<file path="config.mk">
export PLATFORM = sky130hd
export DESIGN_NAME = instr_fetch_unit
export DESIGN_NICKNAME = d
export VERILOG_FILES = /design/src/rtl/instr_fetch_unit.sv
export SDC_FILE = /design/constraint.sdc
export NUM_CORES = 1
export LEC_CHECK = 0
export CAP_MARGIN = 20
export CORE_UTILIZATION = 49
export DETAILED_ROUTE_END_ITERATION = 7
export GPL_ROUTABILITY_DRIVEN = 0
export PLACE_DENSITY = 0.74
export SYNTH_ARGS = -nofsm -noshare
export SYNTH_HDL_FRONTEND = slang
export SYNTH_SLANG_ARGS = --single-unit
</file>
<file path="constraint.sdc">
create_clock -name clk -period 4 [get_ports clk]
set_clock_uncertainty 0.1 [all_clocks]
set_input_delay 0.8 -clock clk [delete_from_list [all_inputs] [get_ports clk]]
set_output_delay 0.8 -clock clk [all_outputs]
set_load 0.1 [all_outputs]
</file>
<file path="src/rtl/instr_fetch_unit.sv">
// Instruction fetch unit: pipelined imem read initiator with prefetch FIFO and redirect flush.
// Optional build macro IFU_ALIGN_CHECK_EN adds the sticky fetch_misaligned flag.
module instr_fetch_unit #(
    parameter logic [31:0] RESET_PC        = 32'h0000_0000,
    parameter int          FIFO_DEPTH      = 4,
    parameter int          MAX_OUTSTANDING = 2
) (
    input  logic        clk,
    input  logic        rst_n,
    output logic        imem_req,
    output logic [31:0] imem_addr,
    input  logic        imem_gnt,
    input  logic        imem_rvalid,
    input  logic [31:0] imem_rdata,
    input  logic        redirect_valid,
    input  logic [31:0] redirect_pc,
    output logic        if_valid,
    input  logic        if_ready,
    output logic [31:0] if_pc,
    output logic [31:0] if_instr
`ifdef IFU_ALIGN_CHECK_EN
    ,
    output logic        fetch_misaligned
`endif
);

    localparam int AW = $clog2(FIFO_DEPTH);
    localparam int OW = $clog2(MAX_OUTSTANDING + 1);
    localparam int QW = (MAX_OUTSTANDING > 1) ? $clog2(MAX_OUTSTANDING) : 1;

    typedef enum logic {FETCH, FLUSH} state_t;

    state_t         state_reg, state_next;
    logic           run_reg;
    logic [31:0]    fetch_pc_reg;
    logic [OW-1:0]  outstanding_reg, outstanding_next;
    logic [OW-1:0]  discard_reg, discard_next;
    logic [AW:0]    wr_ptr_reg, rd_ptr_reg;
    logic [AW:0]    fifo_count;
    logic [QW-1:0]  pcq_wr_reg, pcq_rd_reg;

    logic [31:0]    fifo_pc_mem    [FIFO_DEPTH];
    logic [31:0]    fifo_instr_mem [FIFO_DEPTH];
    logic [31:0]    pcq_mem        [MAX_OUTSTANDING];

    logic           redir;
    logic [31:0]    redir_target;
    logic           grant, rsp, pop, push;
    logic           fifo_empty, fifo_full;

`ifdef IFU_ALIGN_CHECK_EN
    logic misaligned_reg;
    assign redir         = redirect_valid && (redirect_pc[1:0] == 2'b00);
    assign redir_target  = redirect_pc;
    assign fetch_misaligned = misaligned_reg;

    always_ff @(posedge clk or negedge rst_n) begin
        if (!rst_n)
            misaligned_reg <= 1'b0;
        else if (redirect_valid && (redirect_pc[1:0] != 2'b00))
            misaligned_reg <= 1'b1;
    end
`else
    assign redir        = redirect_valid;
    assign redir_target = redirect_pc & 32'hFFFF_FFFC;
`endif

    assign fifo_count = wr_ptr_reg - rd_ptr_reg;
    assign fifo_empty = (wr_ptr_reg == rd_ptr_reg);
    assign fifo_full  = (wr_ptr_reg[AW] != rd_ptr_reg[AW]) &&
                        (wr_ptr_reg[AW-1:0] == rd_ptr_reg[AW-1:0]);

    // A response with nothing in flight is a protocol error and is ignored.
    assign rsp   = imem_rvalid && (outstanding_reg != '0);
    assign grant = imem_req && imem_gnt;
    assign pop   = if_valid && if_ready;
    assign push  = rsp && (discard_reg == '0) && !redir && (!fifo_full || pop);

    assign outstanding_next = outstanding_reg + OW'(grant) - OW'(rsp);

    always_comb begin
        discard_next = discard_reg;
        if (redir)
            discard_next = outstanding_reg - OW'(rsp);
        else if (rsp && (discard_reg != '0))
            discard_next = discard_reg - OW'(1);
    end

    // FSM: state register
    always_ff @(posedge clk or negedge rst_n) begin
        if (!rst_n)
            state_reg <= FETCH;
        else
            state_reg <= state_next;
    end

    // FSM: next state
    always_comb begin
        state_next = state_reg;
        case (state_reg)
            FETCH:   if (redir && (discard_next != '0)) state_next = FLUSH;
            FLUSH:   if (discard_next == '0)            state_next = FETCH;
            default: state_next = FETCH;
        endcase
    end

    // FSM: outputs; occupancy check reserves a FIFO slot for every request in flight
    always_comb begin
        imem_req = 1'b0;
        if (run_reg && (state_reg == FETCH) && !redir &&
            (int'(outstanding_reg) < MAX_OUTSTANDING) &&
            ((int'(fifo_count) + int'(outstanding_reg)) < FIFO_DEPTH))
            imem_req = 1'b1;
    end

    assign imem_addr = fetch_pc_reg;

    always_ff @(posedge clk or negedge rst_n) begin
        if (!rst_n) begin
            run_reg         <= 1'b0;
            fetch_pc_reg    <= RESET_PC;
            outstanding_reg <= '0;
            discard_reg     <= '0;
            wr_ptr_reg      <= '0;
            rd_ptr_reg      <= '0;
            pcq_wr_reg      <= '0;
            pcq_rd_reg      <= '0;
        end else begin
            run_reg         <= 1'b1;
            outstanding_reg <= outstanding_next;
            discard_reg     <= discard_next;
            if (redir)
                fetch_pc_reg <= redir_target;
            else if (grant)
                fetch_pc_reg <= fetch_pc_reg + 32'd4;
            if (push)
                wr_ptr_reg <= wr_ptr_reg + 1'b1;
            if (redir)
                rd_ptr_reg <= wr_ptr_reg;
            else if (pop)
                rd_ptr_reg <= rd_ptr_reg + 1'b1;
            if (grant)
                pcq_wr_reg <= (pcq_wr_reg == QW'(MAX_OUTSTANDING - 1)) ? '0 : pcq_wr_reg + 1'b1;
            if (rsp)
                pcq_rd_reg <= (pcq_rd_reg == QW'(MAX_OUTSTANDING - 1)) ? '0 : pcq_rd_reg + 1'b1;
        end
    end

    always_ff @(posedge clk) begin
        if (grant)
            pcq_mem[pcq_wr_reg] <= fetch_pc_reg;
        if (push) begin
            fifo_pc_mem[wr_ptr_reg[AW-1:0]]    <= pcq_mem[pcq_rd_reg];
            fifo_instr_mem[wr_ptr_reg[AW-1:0]] <= imem_rdata;
        end
    end

    assign if_valid = !fifo_empty;
    assign if_pc    = fifo_empty ? 32'h0 : fifo_pc_mem[rd_ptr_reg[AW-1:0]];
    assign if_instr = fifo_empty ? 32'h0 : fifo_instr_mem[rd_ptr_reg[AW-1:0]];

endmodule
</file>
==> run_results.csv <==
group,metric,value,unit
die,die-area,29640,sq um
sta,rsz0062_at_grt,"no",
sta,min_period_over_period,88.83,%
routing,dr.pass1.iters,5,
yosys,syn_inst,779,
clock_network,clockBufferDepth,3,
final_layout,final_core_util,64.73,%
worst_setup_path,critPathMaxStageDelay,450,ps
worst_setup_path,path_max_fanout,4,
final_layout,postLayoutCellArea,18230,sq um
die,die_width,172.2,microns
routing,viasPerCell,5.438,
yosys,syn_area,14190,sq um
routing,drt_iter0_markers,602,
clock_network,numCtsBuffers,37,
grt,grt_pass1_vias,7645,
run,max_cap_violations,0,
yosys,ys.flop_type,"edfxtp_1",
hold_path,hold_class,"in -> async",
yosys,netlist_top_cells_area,"edfxtp_1 65%, mux4_2 9.8%, dfrtp_1 7.8%, and2_1 3.0%, mux2_2 2.7%",
routing,antenna_left,0,
final_layout,layout-drive-gt1-share,26.21,%
final_layout,layout.nets,1045,
yosys,yosys_warnings,0,
yosys,synth_top_area_share,65.20,%
place,port_buffers,161,
clock_network,cts-resized-gates,0,
sta,fmax,0.2814,GHz
worst_setup_path,slowest_stage,"fa_1",
sta,hold_viol,0,
yosys,yosysSeqAreaShare,72.96,%
clock_network,cts_root_buf,"clkbuf_16",
outcome,status,"complete, no violations",
die,die_h,172.2,microns
die,core-area,28160,sq um
die,pin_count,168,
worst_setup_path,crit_chain,"inv_1, ha_1, inv_1, fa_1, ha_1, nor3b_1, and4_1, buf_12",
clock_network,cts.htree.levels,2,
worst_setup_path,crit_required,3100,ps
yosys,yosys_register_bits,352,
final_layout,nFillCells,1925,
grt,grt_pass1_wl,42780,microns
sta,maxSlewViolCount,0,
sta,setup_viol,0,
routing,wirelength,27280,microns
routing,dr_total_vias,7428,
worst_setup_path,critPathLaunchType,"flop",
clock_network,clock_latency,510,ps
routing,wire_per_inst,19.97,microns
worst_setup_path,end_kind,"output port",
clock_network,cts_hold_buf,0,
place,post_dp_cell_area,16990,sq um
grt,antenna_found_initial,0,
sta,fin_crit,3553,ps
worst_setup_path,startpoint,"wr_ptr_reg[0]",
final_layout,layout_common_cells,"308 x edfxtp_1, 96 x clkdlybuf4s50_1, 74 x buf_12, 64 x and2_1, 62 x mux4_2",
clock_network,post_cts_buffers,0,
worst_setup_path,critical_path_class,"reg -> out",
yosys,yosysUniqueCellTypes,52,
clock_network,cts_tree,"done",
final_layout,area_growth,28.51,%
worst_setup_path,arrival,2650,ps
grt,grt_max_degree,66,
routing,route.detailed.drc,0,
grt,grt_overflow,0,
die,initial_core_util,50.37,%
worst_setup_path,r2r-start,"wr_ptr_reg[0]",
final_layout,antennaDiodeCount,0,
place,dp.final_hpwl,16360,microns
yosys,synth-edff-count,308,
grt,track_usage,19.36,%
clock_network,numClockSinks,352,
final_layout,largest_reg_flops,128,
sta,relSlewSlack,32.38,%
yosys,async_flop_share,12.50,%
sta,worst_pin_slew,1011,ps
clock_network,cts.clk_slew.worst_paths,60,ps
die,rows,61,
yosys,yosysTopAreaCell,"edfxtp_1",
final_layout,layout_commonest_cell,"edfxtp_1",
yosys,synth.avg_cell_area,18.21,sq um
[per-layer routing]
metal  vias to the layer above  routed length, microns  track usage (%)
met5                         -                       0                0
met4                         0                     489            4.963
met3                        47                    1511            3.593
met2                       250                   13140            31.70
met1                      3736                   12140            26.92
li1                       3395                       -                -
[path summary, 6_finish.rpt]
check,endpoint,cells after the start,slack [ps]
worst max register to register,imem_addr[17],11,630
max in group asynchronous,rd_ptr_reg[1],2,3250
worst min-delay path,imem_addr[5],1,70
worst min register to register,pcq_rd_reg,1,380
min in group clk,pcq_rd_reg,1,380
worst max-delay path,imem_req,8,450
[cells by family after synthesis]
| family | share of synthesized area, % |
|---|---|
| other | 0.05294 |
| flip-flops | 72.96 |
| buffers and inverters | 1.993 |
| XOR/XNOR | 1.279 |
| adder cells (fa/ha/maj) | 1.288 |
| AND/OR/NAND/NOR | 7.091 |
| multiplexers | 12.82 |
| AO/OA/AOI/OAI | 2.514 |
[synth_stat cells, types with 3 or more instances]
master / instances
a21oi_1: 8
and2_1: 68
and3_1: 3
and4_1: 4
buf_1: 5
buf_2: 8
buf_4: 6
buf_6: 3
clkbuf_1: 20
dfrtp_1: 44
edfxtp_1: 308
ha_1: 13
inv_1: 17
mux2_2: 34
mux2i_1: 4
mux4_2: 62
nand2_1: 40
nand3_1: 17
nand4_1: 13
nor2_1: 13
nor3_1: 3
o211ai_1: 11
o21ai_0: 20
o21ai_1: 3
or3_1: 4
xnor2_1: 10
xor2_1: 8
[critical path: cells and delay by family (launching register included)]
family	cells	cell delay, ps
adder cells (fa/ha/maj)	3	810
buffers and inverters	3	400
flip-flops	1	410
AND/OR/NAND/NOR	2	530
[through the flow]
| step | cells | hold slack, ps | TNS, ps | worst slack [ps] |
|---|---|---|---|---|
| final | 1366 | 65.17 | 0 | 446.8 |
| after global routing | 1366 | 65.92 | 0 | 234.4 |
| after CTS | 1364 | 381.2 | 0 | 404.1 |
| after detailed placement | 1298 | 373.5 | 0 | 556.0 |
| after global placement | 1298 | 364.4 | 0 | 613.0 |
| after floorplan | 782 | 394.8 | -15100 | -251.7 |
[layout make-up]
class	instances	area [sq um]	share of cell area, %
inverters	18	70.07	0.3844
multi-input cells	370	3585	19.66
repair buffers	182	2530	13.88
clock buffers	45	1018	5.587
well taps	378	473.0	2.594
clock inverters	21	196.4	1.078
flip-flops and latches	352	10360	56.82
Power is not shown: default switching activity piles up to over one toggle a cycle in this logic, so the estimate is an artifact.
